===== src/rtl/acq_sequencer.sv =====
// Acquisition sequencer: pre-trigger fill, trigger wait and post-trigger count on one ADC stream.
// Optional trigger timestamp output is enabled by defining ACQ_SEQ_TIMESTAMP_EN.
module acq_sequencer #(
    parameter int DW = 16,
    parameter int CW = 32
) (
    input  logic          clk,
    input  logic          rstn,
    input  logic          ctl_acq,
    input  logic          ctl_stp,
    input  logic          trg_i,
    input  logic [CW-1:0] cfg_pre,
    input  logic [CW-1:0] cfg_pst,
    output logic          sts_run,
    output logic          sts_trg,
    output logic [CW-1:0] sts_pre_cnt,
    output logic [CW-1:0] sts_pst_cnt,
    output logic          irq_o,
    input  logic [DW-1:0] sti_tdata,
    input  logic          sti_tvalid,
    output logic          sti_tready,
    output logic [DW-1:0] sto_tdata,
    output logic          sto_tvalid,
    input  logic          sto_tready,
`ifdef ACQ_SEQ_TIMESTAMP_EN
    output logic [63:0]   sts_trg_ts,
`endif
    output logic          sto_tlast
);

    localparam logic [1:0] IDLE = 2'd0;
    localparam logic [1:0] PRE  = 2'd1;
    localparam logic [1:0] ARM  = 2'd2;
    localparam logic [1:0] POST = 2'd3;

    logic [1:0]    state;
    logic [CW-1:0] pre_cnt;
    logic [CW-1:0] pst_cnt;
    logic [CW-1:0] pst_lim;
    logic [CW:0]   pre_next;
    logic [CW:0]   pst_next;
    logic          running;
    logic          xfer;
    logic          run_xfer;
    logic          start;
    logic          pre_done;
    logic          pst_done;

    assign running    = (state != IDLE);
    assign sti_tready = running ? (~sto_tvalid | sto_tready) : 1'b1;
    assign xfer       = sti_tvalid & sti_tready;
    // A beat arriving in the stop cycle is dropped so an aborted run never emits TLAST.
    assign run_xfer   = xfer & running & ~ctl_stp;
    assign start      = (state == IDLE) & ctl_acq & ~ctl_stp;

    assign pst_lim  = (cfg_pst == '0) ? CW'(1) : cfg_pst;
    assign pre_next = {1'b0, pre_cnt} + (CW+1)'(1);
    assign pst_next = {1'b0, pst_cnt} + (CW+1)'(1);
    assign pre_done = run_xfer & (state == PRE)  & (pre_next >= {1'b0, cfg_pre});
    assign pst_done = run_xfer & (state == POST) & (pst_next >= {1'b0, pst_lim});

    assign sts_run     = running;
    assign sts_trg     = (state == POST);
    assign sts_pre_cnt = pre_cnt;
    assign sts_pst_cnt = pst_cnt;

    always_ff @(posedge clk or negedge rstn) begin
        if (!rstn) begin
            state   <= IDLE;
            pre_cnt <= '0;
            pst_cnt <= '0;
            irq_o   <= 1'b0;
        end else begin
            irq_o <= pst_done;
            if (running && ctl_stp) begin
                state <= IDLE;
            end else begin
                case (state)
                    IDLE: begin
                        if (start) begin
                            state   <= (cfg_pre == '0) ? ARM : PRE;
                            pre_cnt <= '0;
                            pst_cnt <= '0;
                        end
                    end
                    PRE: begin
                        if (run_xfer) begin
                            pre_cnt <= pre_cnt + CW'(1);
                        end
                        if (pre_done) begin
                            state <= ARM;
                        end
                    end
                    ARM: begin
                        if (run_xfer && !(&pre_cnt)) begin
                            pre_cnt <= pre_cnt + CW'(1);
                        end
                        if (trg_i) begin
                            state <= POST;
                        end
                    end
                    POST: begin
                        if (run_xfer) begin
                            pst_cnt <= pst_cnt + CW'(1);
                        end
                        if (pst_done) begin
                            state <= IDLE;
                        end
                    end
                    default: state <= IDLE;
                endcase
            end
        end
    end

    always_ff @(posedge clk or negedge rstn) begin
        if (!rstn) begin
            sto_tdata  <= '0;
            sto_tvalid <= 1'b0;
            sto_tlast  <= 1'b0;
        end else if (run_xfer) begin
            sto_tdata  <= sti_tdata;
            sto_tvalid <= 1'b1;
            sto_tlast  <= pst_done;
        end else if (sto_tready) begin
            sto_tvalid <= 1'b0;
            sto_tlast  <= 1'b0;
        end
    end

`ifdef ACQ_SEQ_TIMESTAMP_EN
    logic [63:0] ts_cnt;

    always_ff @(posedge clk or negedge rstn) begin
        if (!rstn) begin
            ts_cnt     <= '0;
            sts_trg_ts <= '0;
        end else begin
            ts_cnt <= ts_cnt + 64'd1;
            if (start) begin
                sts_trg_ts <= '0;
            end else if ((state == ARM) && trg_i && !ctl_stp) begin
                sts_trg_ts <= ts_cnt;
            end
        end
    end
`endif

endmodule

===== config.mk =====
export PLATFORM = sky130hd
export DESIGN_NAME = acq_sequencer
export DESIGN_NICKNAME = d
export VERILOG_FILES = /design/src/rtl/acq_sequencer.sv
export SDC_FILE = /design/constraint.sdc
export NUM_CORES = 1
export LEC_CHECK = 0
export BUFFER_PORTS_ARGS = -buffer_cell sky130_fd_sc_hd__buf_2
export CAP_MARGIN = 20
export CORE_MARGIN = 1.5
export CORE_UTILIZATION = 40
export DETAILED_ROUTE_END_ITERATION = 16
export HOLD_SLACK_MARGIN = 0.03
export PLACE_DENSITY = 0.62
export RECOVER_POWER = 25
export SLEW_MARGIN = 10
export SYNTH_ARGS = -nofsm -noshare
export SYNTH_HDL_FRONTEND = slang
export SYNTH_SLANG_ARGS = --single-unit

===== constraint.sdc =====
create_clock -name clk -period 7.75 [get_ports clk]
set_clock_uncertainty 0.05 [all_clocks]
set_input_delay 0.3875 -clock clk [delete_from_list [all_inputs] [get_ports clk]]
set_output_delay 0.3875 -clock clk [all_outputs]
set_load 0.01 [all_outputs]

==> impl_metrics.json, run 1 <==
{
  "num_rows": 46,
  "synth-async-reset-ratio_pct": 100,
  "multi_input_area_sq_mm": 0.00410,
  "diodes": 0,
  "ios": 173,
  "grt_busiest_layer": "met2",
  "reg2reg_to": "state[1]",
  "antenna_found_initial": 0,
  "die_y_microns": 132,
  "synth_area_sq_mm": 0.00662,
  "powerDensity_mw_per_mm2": 177,
  "clock_latency_ns": 0.35,
  "grt_max_degree": 65,
  "worst_pin_slew_ns": 2.22,
  "rrSetupSlack_ns": 3.17,
  "overflow": 0,
  "start_util_pct": 41.4,
  "critPathLaunchType": "flip-flop",
  "slew_headroom_pct": -47.7,
  "drive_gt1_share_pct": 18.7,
  "gr-usage-met1_pct": 31.1,
  "arrival_ns": 4.76,
  "syn_avg_cell_area_sq_um": 8.19,
  "synth_top_flop_cell": "dfrtp_1",
  "grt_pass1_vias": 6023,
  "r2r_cells": 14,
  "place_hpwl_microns": 14400,
  "yosysMostFrequentCell": "nand2_1",
  "intPower_uw": 870,
  "layout.nets": 1126,
  "track_usage_pct": 22.3,
  "seq_area_frac_synth_pct": 32.1,
  "root_buffer": "clkbuf_16",
  "path_clk_slew_ns": 0.06,
  "maxCapViolations": 1,
  "cp-endpoint": "state[1]",
  "setup_viol": 0,
  "seq_power_share_pct": 38.6,
  "yosys-top-cells-area": "dfrtp_1, ha_1, nand2_1",
  "yosys-top-cells-count": "nand2_1, dfrtp_1, inv_1",
  "cts_tree": "yes",
  "setup_tns_ns": 0,
  "synth_cell_type_count": 57,
  "ys_ff_latch": 85,
  "drtIter0Drc": 297,
  "vias": 6320,
  "min_path_cells": 3,
  "fmax_mhz": 218,
  "area_growth_pct": 19.6,
  "core_area_sq_mm": 0.0160,
  "violations": "capacitance limit, slew limit",
  "period_minus_slack_ns": 4.58,
  "avgViaCountPerCell": 5.32,
  "io_buffers": 172,
  "rsz0062_at_grt": "no",
  "clockBufferDepth": 2,
  "path_max_fanout": 8,
  "htreeDepth": 3,
  "nFillCells": 1620,
  "synth_cells": 808,
  "drv_slew": 41,
  "pwr-share-comb_pct": 32.2,
  "cp-end-kind": "flip-flop",
  "peakVddDrop_uv": 104,
  "synth_edf_count": 0,
  "die_x_microns": 132,
  "r2r_start": "sts_pst_cnt[0]",
  "cts_made_buffers": 9,
  "netSwitchingPower_uw": 535,
  "drc_errors": 0,
  "period_share_pct": 59.1,
  "fin_hold_ws_ns": 0.178,
  "use_met3_pct": 3.86,
  "netlist.area_leader.share_pct": 32.1,
  "dr.pass1.iters": 4,
  "post_drt_wl_per_cell_microns": 15.7,
  "postRouteAntennaNets": 0,
  "p_leak_uw": 0.00429,
  "finalHoldViolations": 0,
  "p_clk_share_pct": 29.2,
  "wl_microns": 18700,
  "swShare_pct": 38.1,
  "die_area_sq_mm": 0.0173,
  "regArea_sq_mm": 0.00213,
  "clock-sinks": 85,
  "outcome": "finished, violations left",
  "synth_warnings": 0,
  "grt_pass1_wl_microns": 31200,
  "grt_util_met2_pct": 35.1,
  "gp_congestion": 0.870,
  "worst_hold_path_type": "input port to flip-flop",
  "critPathLaunch": "sts_pst_cnt[0]",
  "worst-setup-path-type": "flip-flop to flip-flop",
  "post_cts_resized": 0,
  "crit_required_ns": 7.93,
  "synth_top_area_cell": "dfrtp_1",
  "synthesis.nets": 966
}
## repair_timing
| action | CTS | global route |
|---|---|---|
| hold endpoints to repair | 39 | 0 |
| endpoints found under the setup margin | 0 | 0 |
| buffers inserted | 0 | 0 |
| hold buffers | 1 | 0 |
## power groups by stage
stage                     combinational, uW  clock [uW]  sequential, uW
after global placement                  464           0             547
after CTS                               468         424             541
after global routing                    514         441             549
final                                   452         410             542
after detailed placement                466           0             548
after floorplan                         273           0             566
## layer usage
layer	wire length [microns]	share of wire [%]
met5	0	0
met4	245	1.3
met3	1070	5.7
met2	8410	45
met1	8960	48
## metrics by stage
| step | cell area, sq um | std cells | power, uW | util, % | worst slack [ns] |
|---|---|---|---|---|---|
| 3_5_place_dp | 7660 | 1172 | 1010 | 47.9 | 3.25 |
| 3_3_place_gp | 7660 | 1172 | 1010 | 47.9 | 3.31 |
| 6_report | 7910 | 1189 | 1400 | 49.4 | 3.17 |
| 5_1_grt | 7910 | 1189 | 1500 | 49.4 | 2.88 |
| 4_1_cts | 7950 | 1189 | 1430 | 49.7 | 3.23 |
| 2_1_floorplan | 6620 | 808 | 839 | - | 4.01 |
## critical path, stage by stage, from the launching register on
cell     delay, ns
dfrtp_1       0.46
ha_1          0.27
nand4_1       0.23
nor3_2        0.40
and2_1        0.39
and3_1        0.23
and3_1        0.17
xor2_1        0.26
ha_1          0.20
nand4_1       0.15
nor4_1        0.71
o311a_1       0.37
o311a_1       0.20
nand3_1       0.11
a32o_1        0.26
## cells by family after synthesis
kind of cell | Yosys count | synth area share [%]
AO/OA/AOI/OAI | 169 | 16.3
XOR/XNOR | 44 | 5.82
adder cells (fa/ha/maj) | 71 | 13.4
buffers and inverters | 103 | 6.20
flip-flops | 85 | 32.1
AND/OR/NAND/NOR | 336 | 26.1
## state kept, by name (all words and copies together) (netlist names)
signal,flops
sts_pst_cnt,32
sto_tvalid,1
sto_tlast,1
irq_o,1
state,2
sto_tdata,16
sts_pre_cnt,32
## cell type report
type	instances	share of cell area [%]
multi-input cells	620	51.8
flip-flops and latches	85	26.9
repair buffers	176	10.9
inverters	76	3.61
well taps	216	3.42
clock buffers	13	3.16
clock inverters	3	0.269
## worst min-delay path by stage
stage          slack (ns)              end    startpoint
2_1_floorplan        0.04            irq_o          rstn
3_3_place_gp         0.35  sts_pst_cnt[23]          rstn
3_5_place_dp         0.35  sts_pst_cnt[23]          rstn
4_1_cts              0.17     sto_tdata[7]  sti_tdata[7]
5_1_grt              0.18     sto_tdata[5]  sti_tdata[5]
6_report             0.18     sto_tdata[7]  sti_tdata[7]
## cell usage in the layout (no fill, tap or decap), types with 3 or more instances in the layout
master / count
buf_2: 147
nand2_1: 140
dfrtp_1: 85
inv_1: 75
ha_1: 71
o21ai_0: 69
nand3_1: 41
nor2_1: 36
a22o_1: 29
nand4_1: 28
clkbuf_1: 28
a21oi_1: 27
xnor2_1: 25
xor2_1: 19
nor4_1: 18
and3_1: 11
or3_1: 11
nor3_1: 11
nand2b_1: 11
a21o_1: 9
o31ai_1: 9
clkbuf_16: 9
and2_1: 3
or2_2: 3
and4_1: 3
o311a_1: 3
a31oi_1: 3
buf_4: 3
Power figures use the tool's default switching activity.
==> run 2, diff against run 1 <==
--- a/config.mk
+++ b/config.mk
@@ -5,6 +5,7 @@
 export SDC_FILE = /design/constraint.sdc
 export NUM_CORES = 1
 export LEC_CHECK = 0
+export ABC_AREA = 1
 export BUFFER_PORTS_ARGS = -buffer_cell sky130_fd_sc_hd__buf_2
 export CAP_MARGIN = 20
 export CORE_MARGIN = 1.5
==> constraint.sdc (replaced) <==
create_clock -name clk -period 4.6 [get_ports clk]
set_clock_uncertainty 0.05 [all_clocks]
set_input_delay 0.23 -clock clk [delete_from_list [all_inputs] [get_ports clk]]
set_output_delay 0.23 -clock clk [all_outputs]
set_load 0.01 [all_outputs]
==> impl_metrics.json, run 2 <==
{
  "peakVddDrop_uv": 259,
  "synth_top_area_cell": "dfrtp_1",
  "worst_pin_slew_ns": 2.30,
  "crit_required_ns": 4.79,
  "pre_cts_ws_ns": 0.965,
  "cp-end-kind": "flip-flop",
  "crit_top_cell": "nand2_1",
  "gp_congestion": 0.904,
  "max_stage_delay_ns": 0.46,
  "synthesis.nets": 1137,
  "grt_pass1_vias": 6869,
  "post_drt_wl_per_cell_microns": 14.6,
  "grt_pass1_wl_microns": 33700,
  "slew_headroom_pct": -53.4,
  "yosysMostFrequentCell": "nand2_1",
  "ios": 173,
  "period_minus_slack_ns": 3.66,
  "io_buffers": 172,
  "layout_common_cells": "nand2_1, inv_1, buf_2",
  "avgViaCountPerCell": 4.91,
  "synth-async-reset-ratio_pct": 100,
  "die_x_microns": 136,
  "synth_warnings": 0,
  "cts_hold_buf": 15,
  "overflow": 0,
  "outcome": "finished, violations left",
  "r2r_start": "sts_pst_cnt[0]",
  "dr.pass1.iters": 5,
  "rsz0062_at_grt": "no",
  "vias": 6871,
  "finalHoldViolations": 0,
  "seq_area_frac_synth_pct": 30.0,
  "worst-setup-path-type": "flip-flop to flip-flop",
  "root_buffer": "clkbuf_16",
  "diodes": 0,
  "antenna_found_initial": 0,
  "violations": "capacitance limit, slew limit",
  "setup_viol": 0,
  "cts_made_buffers": 9,
  "min_path_cells": 3,
  "p_leak_uw": 0.00487,
  "period_share_pct": 79.6,
  "synth_cells": 979,
  "r2r_cells": 25,
  "critPathLaunchType": "flip-flop",
  "yosys-top-cells-count": "nand2_1, inv_1, dfrtp_1",
  "grt_max_degree": 48,
  "worst_hold_path_type": "input port to flip-flop",
  "cp_slowest_cell": "dfrtp_1",
  "setup_tns_ns": 0,
  "place_hpwl_microns": 16200,
  "netlist.area_leader.share_pct": 30.0,
  "clockBufferDepth": 2,
  "postRouteAntennaNets": 0,
  "cts_tree": "yes",
  "start_util_pct": 41.0,
  "path_clk_slew_ns": 0.07,
  "htreeDepth": 3,
  "core_area_sq_mm": 0.0173,
  "fmax_mhz": 273,
  "synth_edf_count": 0,
  "min_from": "sti_tdata[12]",
  "track_usage_pct": 23.2,
  "layout_commonest_cell": "nand2_1",
  "drive_gt1_share_pct": 19.8,
  "layout.nets": 1326,
  "num_rows": 48,
  "path_max_fanout": 6,
  "yosys-top-cells-area": "dfrtp_1, nand2_1, ha_1",
  "maxCapViolations": 1,
  "fin_hold_ws_ns": 0.0368,
  "area_growth_pct": 21.5,
  "wl_microns": 20400,
  "critPathLaunch": "sts_pst_cnt[0]",
  "powerDensity_mw_per_mm2": 307,
  "drv_slew": 40,
  "synth_top_flop_cell": "dfrtp_1",
  "synth_area_sq_mm": 0.00708,
  "cts_setup_buffers": 0,
  "synth_cell_type_count": 45,
  "post_cts_resized": 0,
  "die_y_microns": 136,
  "drtIter0Drc": 386,
  "arrival_ns": 3.86,
  "setup_ws_ns": 0.937,
  "syn_avg_cell_area_sq_um": 7.23,
  "clock_latency_ns": 0.35,
  "drc_errors": 0,
  "clock-sinks": 85,
  "die_area_sq_mm": 0.0185,
  "ys_ff_latch": 85
}
## run 2: area by class of cell
class	count	area, sq um
Clock buffer	11	253
Sequential cell	85	2130
Tap cell	225	282
Timing Repair Buffer	190	1000
Fill cell	1743	8690
Clock inverter	5	65.1
Inverter	201	757
Multi-Input combinational cell	681	4120
## run 2: path summary, 6_finish.rpt
kind	endpoint	slack, ns
worst max register to register	state[1]	0.94
max in group asynchronous	irq_o	1.79
min in group asynchronous	sts_pre_cnt[6]	1.08
worst min register to register	sto_tdata[10]	0.43
worst max-delay path	state[1]	0.94
worst min-delay path	sto_tdata[12]	0.04
## run 2: worst max-delay path, delay by kind of cell, from the launching register on
family | cells | cell delay, ns
compound gates | 1 | 0.13
xor+xnor | 1 | 0.21
fa+ha+maj | 2 | 0.57
buf+inv | 3 | 0.25
flops | 1 | 0.46
simple gates | 18 | 1.89
## run 2: routing by layer
metal  global-route usage, %  vias up  wire length, microns
li1                        -     3509                     -
met1                    30.9     3147                  9440
met2                    38.5      191                  9430
met3                    4.77       24                  1230
met4                    5.79        0                   321
met5                       0        -                     0
## run 2: power breakdown
part           switching (uW)  internal [uW]
logic                     607            290
clock network             326            458
registers                99.7            860
## run 2: cells by family (layout without fill, tap and decap cells)
| family | Yosys count | count (layout) | synth area share [%] |
|---|---|---|---|
| adder cells (fa/ha/maj) | 71 | 71 | 12.5 |
| AND/OR/NAND/NOR | 455 | 455 | 29.2 |
| buffers and inverters | 213 | 407 | 11.7 |
| flip-flops | 85 | 85 | 30.0 |
| XOR/XNOR | 50 | 50 | 6.29 |
| AO/OA/AOI/OAI | 105 | 105 | 10.2 |
## run 2: per-stage QoR
| stage | util, % | instances | area, sq um | total power (uW) |
|---|---|---|---|---|
| 6_report | 49.8 | 1398 | 8610 | 2640 |
| 5_1_grt | 49.8 | 1398 | 8610 | 2830 |
| 4_1_cts | 50.0 | 1398 | 8640 | 2690 |
| 3_5_place_dp | 47.3 | 1367 | 8180 | 1880 |
| 3_3_place_gp | 47.3 | 1367 | 8180 | 1880 |
| 2_1_floorplan | - | 979 | 7080 | 1580 |
